## config.mk

```make
export PLATFORM = sky130hd
export DESIGN_NAME = uart_tx_param_flat
export DESIGN_NICKNAME = d
export VERILOG_FILES = /design/src/rtl/uart_tx_param_if.sv /design/src/rtl/uart_tx_param.sv /design/src/flat_wrapper.sv
export SDC_FILE = /design/constraint.sdc
export NUM_CORES = 1
export LEC_CHECK = 0
export CORE_ASPECT_RATIO = 1.1
export CORE_MARGIN = 3
export CORE_UTILIZATION = 45
export DETAILED_ROUTE_END_ITERATION = 7
export GPL_TIMING_DRIVEN = 0
export PLACE_DENSITY = 0.73
export SETUP_SLACK_MARGIN = 0.15
export SLEW_MARGIN = 25
export SYNTH_ARGS = -nofsm -noshare
export SYNTH_HDL_FRONTEND = slang
export SYNTH_SLANG_ARGS = --single-unit
export TNS_END_PERCENT = 50
```

## constraint.sdc

```tcl
create_clock -name clk -period 5.5 [get_ports clk]
set_clock_uncertainty 0.2 [all_clocks]
set_input_delay 1.1 -clock clk [delete_from_list [all_inputs] [get_ports clk]]
set_output_delay 1.1 -clock clk [all_outputs]
set_load 0.05 [all_outputs]
```

## src/rtl/uart_tx_param_if.sv

```systemverilog
// Write-side bundle of the parametrised UART transmitter: producer data/strobe
// towards the FIFO and the FIFO status flags back to the producer.
interface uart_tx_param_if #(
    parameter int DATA_BITS = 8
);
    logic [DATA_BITS-1:0] data_i;
    logic                 wr_en_i;
    logic                 full_o;
    logic                 empty_o;
    logic                 overflow_o;

    modport master (
        output data_i,
        output wr_en_i,
        input  full_o,
        input  empty_o,
        input  overflow_o
    );

    modport slave (
        input  data_i,
        input  wr_en_i,
        output full_o,
        output empty_o,
        output overflow_o
    );
endinterface

```

## src/rtl/uart_tx_param.sv

```systemverilog
// Parametrised transmit-only UART: write FIFO, integrated baud divider and a
// START/DATA/PARITY/STOP framing FSM driving a registered serial line.
module uart_tx_param #(
    parameter int CLK_FREQ       = 100_000_000,
    parameter int BAUD           = 115_200,
    parameter int DATA_BITS      = 8,
    parameter int PARITY         = 0,
    parameter int STOP_BITS      = 1,
    parameter int FIFO_SIZE_POW2 = 3
) (
    input  logic           clk,
    input  logic           rst,
    uart_tx_param_if.slave bus,
    output logic           busy_o,
    output logic           tx_o
);
    localparam int DIV   = (CLK_FREQ + BAUD / 2) / BAUD;
    localparam int DEPTH = 2 ** FIFO_SIZE_POW2;
    localparam int CW    = (DIV > 1) ? $clog2(DIV) : 1;
    localparam int PW    = (FIFO_SIZE_POW2 > 0) ? FIFO_SIZE_POW2 : 1;
    localparam logic [3:0]    LAST_BIT  = 4'(DATA_BITS - 1);
    localparam logic          LAST_STOP = 1'(STOP_BITS - 1);
    localparam logic [CW-1:0] LAST_CNT  = CW'(DIV - 1);

    if (DIV < 2) begin : g_bad_div
        $error("uart_tx_param: CLK_FREQ/BAUD must round to at least 2");
    end
    if (DATA_BITS < 5 || DATA_BITS > 9) begin : g_bad_data
        $error("uart_tx_param: DATA_BITS must be 5..9");
    end
    if (PARITY < 0 || PARITY > 2) begin : g_bad_parity
        $error("uart_tx_param: PARITY must be 0, 1 or 2");
    end
    if (STOP_BITS < 1 || STOP_BITS > 2) begin : g_bad_stop
        $error("uart_tx_param: STOP_BITS must be 1 or 2");
    end
    if (FIFO_SIZE_POW2 < 1) begin : g_bad_fifo
        $error("uart_tx_param: FIFO_SIZE_POW2 must be at least 1");
    end

    typedef enum logic [2:0] {
        ST_IDLE, ST_START, ST_DATA, ST_PARITY, ST_STOP
    } state_t;

    // Even parity is the XOR of the data bits; odd parity is its complement.
    function automatic logic frame_parity(input logic [DATA_BITS-1:0] d);
        return (PARITY == 2) ? ~(^d) : (^d);
    endfunction

    logic [DATA_BITS-1:0] mem_r [DEPTH];
    logic [PW-1:0]        wr_ptr_r, rd_ptr_r;
    logic [PW:0]          count_r, count_next_s;
    logic                 full_r, empty_r, overflow_r;
    logic                 push_s, pop_s;
    logic [DATA_BITS-1:0] fifo_head_s;

    state_t               state_r, state_next_s;
    logic [CW-1:0]        baud_cnt_r;
    logic                 bit_done_s;
    logic [DATA_BITS-1:0] shift_r, shift_next_s;
    logic [3:0]           bit_idx_r, bit_idx_next_s;
    logic                 stop_idx_r, stop_idx_next_s;
    logic                 parity_r, parity_next_s;
    logic                 tx_r, tx_next_s;
    logic                 busy_r;

    assign push_s       = bus.wr_en_i && !full_r;
    assign count_next_s = count_r + (PW+1)'(push_s) - (PW+1)'(pop_s);
    assign fifo_head_s  = mem_r[rd_ptr_r];
    assign bit_done_s   = (state_r != ST_IDLE) && (baud_cnt_r == LAST_CNT);

    // FIFO storage; contents need no reset because the pointers gate every read.
    always_ff @(posedge clk) begin
        if (push_s) begin
            mem_r[wr_ptr_r] <= bus.data_i;
        end
    end

    // FIFO pointers, occupancy and registered status flags.
    always_ff @(posedge clk) begin
        if (rst) begin
            wr_ptr_r   <= '0;
            rd_ptr_r   <= '0;
            count_r    <= '0;
            full_r     <= 1'b0;
            empty_r    <= 1'b1;
            overflow_r <= 1'b0;
        end else begin
            if (push_s) begin
                wr_ptr_r <= wr_ptr_r + PW'(1);
            end
            if (pop_s) begin
                rd_ptr_r <= rd_ptr_r + PW'(1);
            end
            count_r    <= count_next_s;
            full_r     <= (count_next_s == (PW+1)'(DEPTH));
            empty_r    <= (count_next_s == '0);
            // A write against a full FIFO is dropped even if a pop frees a slot now.
            overflow_r <= bus.wr_en_i && full_r;
        end
    end

    // Baud divider: free-runs 0..DIV-1 while a frame is on the line.
    always_ff @(posedge clk) begin
        if (rst) begin
            baud_cnt_r <= '0;
        end else if (state_r == ST_IDLE || bit_done_s) begin
            baud_cnt_r <= '0;
        end else begin
            baud_cnt_r <= baud_cnt_r + CW'(1);
        end
    end

    // Framing FSM next-state, FIFO pop and datapath loads.
    always_comb begin
        state_next_s    = state_r;
        shift_next_s    = shift_r;
        bit_idx_next_s  = bit_idx_r;
        stop_idx_next_s = stop_idx_r;
        parity_next_s   = parity_r;
        pop_s           = 1'b0;
        case (state_r)
            ST_IDLE: begin
                if (!empty_r) begin
                    pop_s         = 1'b1;
                    shift_next_s  = fifo_head_s;
                    parity_next_s = frame_parity(fifo_head_s);
                    state_next_s  = ST_START;
                end else begin
                    state_next_s = ST_IDLE;
                end
            end
            ST_START: begin
                if (bit_done_s) begin
                    state_next_s   = ST_DATA;
                    bit_idx_next_s = 4'd0;
                end else begin
                    state_next_s = ST_START;
                end
            end
            ST_DATA: begin
                if (bit_done_s) begin
                    shift_next_s = shift_r >> 1;
                    if (bit_idx_r == LAST_BIT) begin
                        stop_idx_next_s = 1'b0;
                        state_next_s    = (PARITY != 0) ? ST_PARITY : ST_STOP;
                    end else begin
                        bit_idx_next_s = bit_idx_r + 4'd1;
                    end
                end else begin
                    state_next_s = ST_DATA;
                end
            end
            ST_PARITY: begin
                if (bit_done_s) begin
                    stop_idx_next_s = 1'b0;
                    state_next_s    = ST_STOP;
                end else begin
                    state_next_s = ST_PARITY;
                end
            end
            ST_STOP: begin
                if (bit_done_s) begin
                    if (stop_idx_r == LAST_STOP) begin
                        // Chain straight into the next start bit when more data waits.
                        if (!empty_r) begin
                            pop_s         = 1'b1;
                            shift_next_s  = fifo_head_s;
                            parity_next_s = frame_parity(fifo_head_s);
                            state_next_s  = ST_START;
                        end else begin
                            state_next_s = ST_IDLE;
                        end
                    end else begin
                        stop_idx_next_s = 1'b1;
                    end
                end else begin
                    state_next_s = ST_STOP;
                end
            end
            default: begin
                state_next_s = ST_IDLE;
            end
        endcase
    end

    // Line level for the state being entered, so tx_o is a pure flop output.
    always_comb begin
        tx_next_s = 1'b1;
        case (state_next_s)
            ST_START:  tx_next_s = 1'b0;
            ST_DATA:   tx_next_s = shift_next_s[0];
            ST_PARITY: tx_next_s = parity_next_s;
            ST_IDLE:   tx_next_s = 1'b1;
            ST_STOP:   tx_next_s = 1'b1;
            default:   tx_next_s = 1'b1;
        endcase
    end

    // FSM state, datapath and output registers.
    always_ff @(posedge clk) begin
        if (rst) begin
            state_r    <= ST_IDLE;
            shift_r    <= '0;
            bit_idx_r  <= 4'd0;
            stop_idx_r <= 1'b0;
            parity_r   <= 1'b0;
            tx_r       <= 1'b1;
            busy_r     <= 1'b0;
        end else begin
            state_r    <= state_next_s;
            shift_r    <= shift_next_s;
            bit_idx_r  <= bit_idx_next_s;
            stop_idx_r <= stop_idx_next_s;
            parity_r   <= parity_next_s;
            tx_r       <= tx_next_s;
            busy_r     <= (state_next_s != ST_IDLE);
        end
    end

    assign tx_o           = tx_r;
    assign busy_o         = busy_r;
    assign bus.full_o     = full_r;
    assign bus.empty_o    = empty_r;
    assign bus.overflow_o = overflow_r;
endmodule
```

## src/flat_wrapper.sv

```systemverilog
// flat-port wrapper written by rule: the top's interface ports become plain ports
module uart_tx_param_flat 
#(
    parameter int CLK_FREQ       = 100_000_000,
    parameter int BAUD           = 115_200,
    parameter int DATA_BITS      = 8,
    parameter int PARITY         = 0,
    parameter int STOP_BITS      = 1,
    parameter int FIFO_SIZE_POW2 = 3
)
  (clk, rst, busy_o, tx_o, bus_data_i, bus_wr_en_i, bus_full_o, bus_empty_o, bus_overflow_o);
  uart_tx_param_if #(.DATA_BITS(DATA_BITS)) bus_i ();
  input  logic clk;
  input  logic rst;
  output logic busy_o;
  output logic tx_o;
  input wire logic [$bits(bus_i.data_i)-1:0] bus_data_i;
  input wire logic [$bits(bus_i.wr_en_i)-1:0] bus_wr_en_i;
  output wire logic [$bits(bus_i.full_o)-1:0] bus_full_o;
  output wire logic [$bits(bus_i.empty_o)-1:0] bus_empty_o;
  output wire logic [$bits(bus_i.overflow_o)-1:0] bus_overflow_o;
  assign bus_i.data_i = bus_data_i;
  assign bus_i.wr_en_i = bus_wr_en_i;
  assign bus_full_o = bus_i.full_o;
  assign bus_empty_o = bus_i.empty_o;
  assign bus_overflow_o = bus_i.overflow_o;
  uart_tx_param #(.CLK_FREQ(CLK_FREQ), .BAUD(BAUD), .DATA_BITS(DATA_BITS), .PARITY(PARITY), .STOP_BITS(STOP_BITS), .FIFO_SIZE_POW2(FIFO_SIZE_POW2)) u_core (.clk(clk), .rst(rst), .bus(bus_i), .busy_o(busy_o), .tx_o(tx_o));
endmodule
```

Word-level counts from Yosys, hierarchy flattened
Memories as Yosys holds them, arrays and structs flattened. A register that Yosys moved wholly into a read port is not among the register bits. Cells that the tools add are included.

Output and inout port bits: 5. Input bits: 11. Memories kept: 1. Word-level logic and storage cells: 92. Bits in writable memories: 64. Flip-flop bits (word level): 42.

Reductions and logical operators: 17. Add/subtract/negate cells: 6. Equality and inequality tests: 17. Mux-type cells: 36.

Memory list: u_core.mem_r (words 8, bits a word 8, read ports 1, clocked after Yosys merged registers in 1, write ports 1, RTL line uart_tx_param.sv:50) `logic [DATA_BITS-1:0] mem_r [DEPTH];`.

Operators by type and width (number): $mux 8 (4); $pmux 8 s3 (1); $mux 3 (7); $pmux 3 s5 (1); $mux 1 (14); $eq 3x2->1 const B (4); $mux 4 (3); $reduce_bool 3->1 (4); $add 10x1->10 const B (1); $eq 10x10->1 const B (1); $ne 2x1->1 const B (5); $pmux 4 s2 (1); $reduce_and 4->1 (2); $reduce_xor 8->1 (1); $add 3x1->3 const B (2); $eq 3x1->1 const B (2); $pmux 1 s3 (2); $reduce_and 5->1 (1); $add 4x1->4 (1); $add 4x1->4 const B (1); $eq 4x3->1 const B (1); $eq 4x4->1 const B (1); $logic_not 4->1 (1); $ne 2x2->1 const B (2); other kinds (10) (13).

Depth between registers and ports, before layout
Depth after elaboration: 6. Gate-level depth with buffers: 12. Depth with buffers taken out: 11.

Worst setup path after synthesis
No wires, ideal clock.

Path kind: reg-to-reg. From: register u_core.baud_cnt_r[0]. To: register u_core.empty_r, in the netlist u_core.bus.empty_o. Cell stages (with the launch flop): 13. Library setup time: 0.115 ns. Clock period less this slack: 3.557 ns. Data arrival time: 3.243 ns. Setup slack: 1.943 ns. Cells stage by stage: dfxtp_1 -> ha_1 -> or3b_1 -> or4_1 -> buf_2 -> a2111oi_4 -> xor2_1 -> ha_1 -> inv_1 -> fa_1 -> xor2_1 -> and3b_1 -> o21a_1.

Cells in the longest elaborated chain, start to end: 6.

Ends and longest elaborated chain: start: declaration (RTL line uart_tx_param.sv:58) `logic [CW-1:0] baud_cnt_r;`; start signal: assignment (RTL line uart_tx_param.sv:110) `baud_cnt_r <= baud_cnt_r + CW'(1);`; $eq 10x10->1 (RTL line uart_tx_param.sv:70) `assign bit_done_s = (state_r != ST_IDLE) && (baud_cnt_r == LAST_CNT);`; $logic_and 1x1->1 (RTL line uart_tx_param.sv:70); $mux 1 (RTL line uart_tx_param.sv:163) `if (bit_done_s) begin`; $pmux 1 s2 (RTL line uart_tx_param.sv:122) `case (state_r)`; $sub 4x1->4 (RTL line uart_tx_param.sv:68) `assign count_next_s = count_r + (PW+1)'(push_s) - (PW+1)'(pop_s);`; $logic_not 4->1 (RTL line uart_tx_param.sv:97) `empty_r <= (count_next_s == '0);`; end signal: assignment (RTL line uart_tx_param.sv:97); end: declaration (RTL line uart_tx_param.sv:53) `logic full_r, empty_r, overflow_r;`.

Every way passes these cells. A chain may end at the register's enable or synchronous reset.

Final worst setup path
Same ends and word-level chain as after synthesis.

==> flow_summary.rst <==
.. list-table::
   :header-rows: 1

   * - Metric
     - Value
   * - Result of the run
     - finished, final reports clean
   * - Cell taking the most area after synthesis
     - edfxtp_1
   * - Via density per instance
     - 5.280
   * - Via count of the first global-routing pass
     - 2856
   * - Share of synthesized area occupied by flip-flops and latches
     - 59.37%
   * - Power per cell area
     - 423.7 nW/um^2
   * - Crit end category
     - register
   * - Resized cells post-CTS
     - 0
   * - Flip-flop and latch count after synthesis
     - 108
   * - Post-Synthesis Net Count
     - between 300 and 400
   * - Share of synthesized flip-flops with an asynchronous set or reset
     - 0%
   * - Buffers on Ports
     - 15
   * - Slowest cell on crit path
     - a2111oi_4
   * - Synthesized netlist cell count
     - between 300 and 400
   * - Peak supply drop
     - ~0.22 mV
   * - Area Growth Syn to Fin
     - 11.08%
   * - Clock Pin Slew Worst Setup and Hold Paths
     - around 0.10 ns
   * - Hold Path Class
     - register to register
   * - Leading cell type in the layout, fill and taps excluded
     - edfxtp_1
   * - Final clock period utilization by the worst path
     - 70.70%
   * - Total area of sequential cells
     - 2803 sq um
   * - CP bufs+invs
     - 2
   * - Fmax
     - 0.2572 GHz
   * - Fraction of layout cells with a size suffix above 1
     - 10.71%
   * - CTS H-tree depth
     - 3
   * - Total detailed-routing wirelength
     - 8.189 mm
   * - Count of warnings emitted by yosys
     - 0
   * - Net count, final
     - roughly 410
   * - Width of the die
     - 103.7 microns
   * - Number of enable flip-flop cells after synthesis
     - 64
   * - Vertical extent of the die
     - 113.4 microns
   * - Area of the die
     - 11760 sq um
   * - Pleak
     - 1.701 nW
   * - Delay of the slowest cell on the worst path
     - 0.62 ns
   * - Final setup fails
     - 0
   * - Global route overflow
     - 0
   * - I/O pins
     - 16
   * - Core area
     - 10030 sq um
   * - Minimum clock period after layout
     - 3.889 ns
   * - Row Count
     - 38
   * - CP Class
     - register to register
   * - Max-capacitance violation count
     - 0
   * - Max-Slew Margin vs Limit
     - 39.72%
   * - Syn_area_per_cell
     - 13.08 sq um
   * - Starting Density
     - about 47%
   * - Final hold vios
     - 0
   * - Most frequent cells in the layout
     - edfxtp_1 (64), dfxtp_1 (44), nor2_1 (43), xnor2_1 (30), nand2_1 (22)
   * - Final weighted congestion in routability-driven placement
     - 0.8462
   * - Buffer cell driving the clock tree root
     - clkbuf_8
   * - Endpoint arrival time on the critical path
     - just under 4 ns
   * - Antenna Violating Nets Remaining
     - 0
   * - Most area-consuming cells after synthesis
     - edfxtp_1 (41%), dfxtp_1 (19%), mux4_2 (9.5%), xnor2_1 (5.6%), nor2_1 (3.4%)
   * - Delay-heaviest family, CP
     - simple AND/OR/NAND/NOR gates
   * - CP Data Required Time
     - 5.56 ns
   * - Area occupied by multi-input gates
     - 1842 sq um
   * - Startpoint kind of the worst setup timing path
     - register
   * - Number of DRC violations after detailed routing
     - 0
   * - CTS Sinks
     - ~110
   * - Yosys cell types
     - 39
   * - Clock tree from TritonCTS
     - done
   * - Slew Viols, Final
     - 0
   * - Antenna Cells
     - 0
   * - Final design utilization
     - 52.27%
   * - Via count of the routed design
     - 2809
   * - CTS Buffer Depth
     - 2
   * - Post-CTS setup repair buffer count
     - 0
   * - Setup repair after global routing missed its margin
     - false
   * - Clock latency at the later pin of the worst-skew pair
     - 0.36 ns
   * - Netlist area before placement
     - 4721 sq um
   * - Worst path cell trace
     - ha_1, or3b_1, or4_1, buf_2, a2111oi_4, xor2_1, ha_1, inv_1, fa_1, xor2_1, and3b_1, o21a_1
   * - Drt wl/cell
     - 15.39 microns
   * - Measured slew at the worst slew-check pin
     - 0.9009 ns
   * - Hold Buf Count CTS
     - 0
   * - Starting DRC count in detailed routing
     - 104
   * - Pin count of the biggest net entering global routing
     - 20
   * - Filler instances
     - 864
   * - Length of the first detailed-routing pass in iterations
     - 5
   * - Detailed Place HPWL
     - 5.818 mm
   * - Commonest register cell after synthesis
     - edfxtp_1
   * - Number of antenna violations at the first check in global routing
     - 0
   * - Biggest fanout along the worst timing path
     - 8
   * - Clock buffer count from CTS
     - 9
   * - Total Routing Usage GR
     - 14.72%
   * - Setup tns final
     - 0 ns
   * - First-pass GRT wire length
     - 13.65 mm
   * - Share of Yosys cell area claimed by the top area cell type
     - between 40% and 50%
logic make-up (layout without fill, tap and decap cells):
group	Yosys count	count (layout)	synth area share (%)
AO/OA/AOI/OAI	44	44	6.255
adder cells (fa/ha/maj)	8	8	2.279
AND/OR/NAND/NOR	105	105	10.34
multiplexers	34	34	12.51
buffers and inverters	22	53	1.829
flip-flops	108	108	59.37
XOR/XNOR	40	40	7.421
per-layer routing:
layer  track usage [%]  share of wire (%)
met3             4.075                4.9
met4             5.851                2.4
met5                 0                  0
met2             26.18                 50
met1             17.01                 42
cells in the mapped netlist, types with 2 or more instances:
cell,count
o21ai_0,12
dfxtp_1,44
nor2b_1,7
mux2i_1,14
nor3b_1,2
nand2_1,22
buf_1,6
clkbuf_1,8
buf_2,3
a211oi_1,3
xnor2_1,30
a22oi_1,4
edfxtp_1,64
nand2b_1,8
inv_1,5
ha_1,7
a21o_1,2
nand4_1,2
and3_1,3
nor2_1,43
nor3_1,9
nand3_1,4
mux4_2,20
xor2_1,10
a222oi_1,2
a21oi_1,13
o21bai_1,2
sequential cells by signal, indices dropped and copies added (netlist names), named ones only:
signal / cells
u_core.bus.empty_o: 1
u_core.bus.full_o: 1
u_core.shift_r: 8
u_core.busy_o: 1
u_core.bus.overflow_o: 1
u_core.rd_ptr_r: 3
u_core.count_r: 4
u_core.bit_idx_r: 4
u_core.baud_cnt_r: 10
u_core.state_r: 3
u_core.parity_r: 1
u_core.tx_o: 1
u_core.wr_ptr_r: 3
u_core.mem_r: 64
worst paths after layout:
path	from	endpoint	slack [ns]	depth (start not counted)
worst max-delay path	u_core.baud_cnt_r[0]$_SDFF_PP0_	u_core.bus.empty_o$_SDFF_PP1_	1.61	12
worst min-delay path	u_core.baud_cnt_r[0]$_SDFF_PP0_	u_core.baud_cnt_r[0]$_SDFF_PP0_	0.28	1
worst max register to register	u_core.baud_cnt_r[0]$_SDFF_PP0_	u_core.bus.empty_o$_SDFF_PP1_	1.61	12
worst min register to register	u_core.baud_cnt_r[0]$_SDFF_PP0_	u_core.baud_cnt_r[0]$_SDFF_PP0_	0.28	1
metrics by stage:
step | setup WS [ns] | hold WS [ns] | area (sq um) | instances | power, mW
3_5_place_dp | 1.640 | 0.2680 | 5064 | 517 | 1.807
2_1_floorplan | 1.943 | 0.2263 | 4721 | 361 | 1.628
4_1_cts | 1.600 | 0.2855 | 5244 | 532 | 2.251
3_3_place_gp | 1.562 | 0.2433 | 5046 | 516 | 1.777
6_report | 1.611 | 0.2770 | 5244 | 532 | 2.222
5_1_grt | 1.431 | 0.3047 | 5244 | 532 | 2.363
layout make-up:
| type | instances | area share [%] |
|---|---|---|
| inverters | 5 | 0.3579 |
| repair buffers | 16 | 3.006 |
| well taps | 140 | 3.340 |
| multi-input cells | 231 | 35.12 |
| plain buffers | 17 | 1.288 |
| flip-flops and latches | 108 | 53.45 |
| clock buffers | 9 | 2.362 |
| clock inverters | 6 | 1.074 |
power breakdown:
| group | internal (mW) | switching [mW] | total (mW) |
|---|---|---|---|
| registers | 0.967 | 0.0629 | 1.03 |
| clock network | 0.173 | 0.267 | 0.440 |
| logic | 0.356 | 0.396 | 0.752 |
No activity file was read; power rests on OpenSTA's default activity.
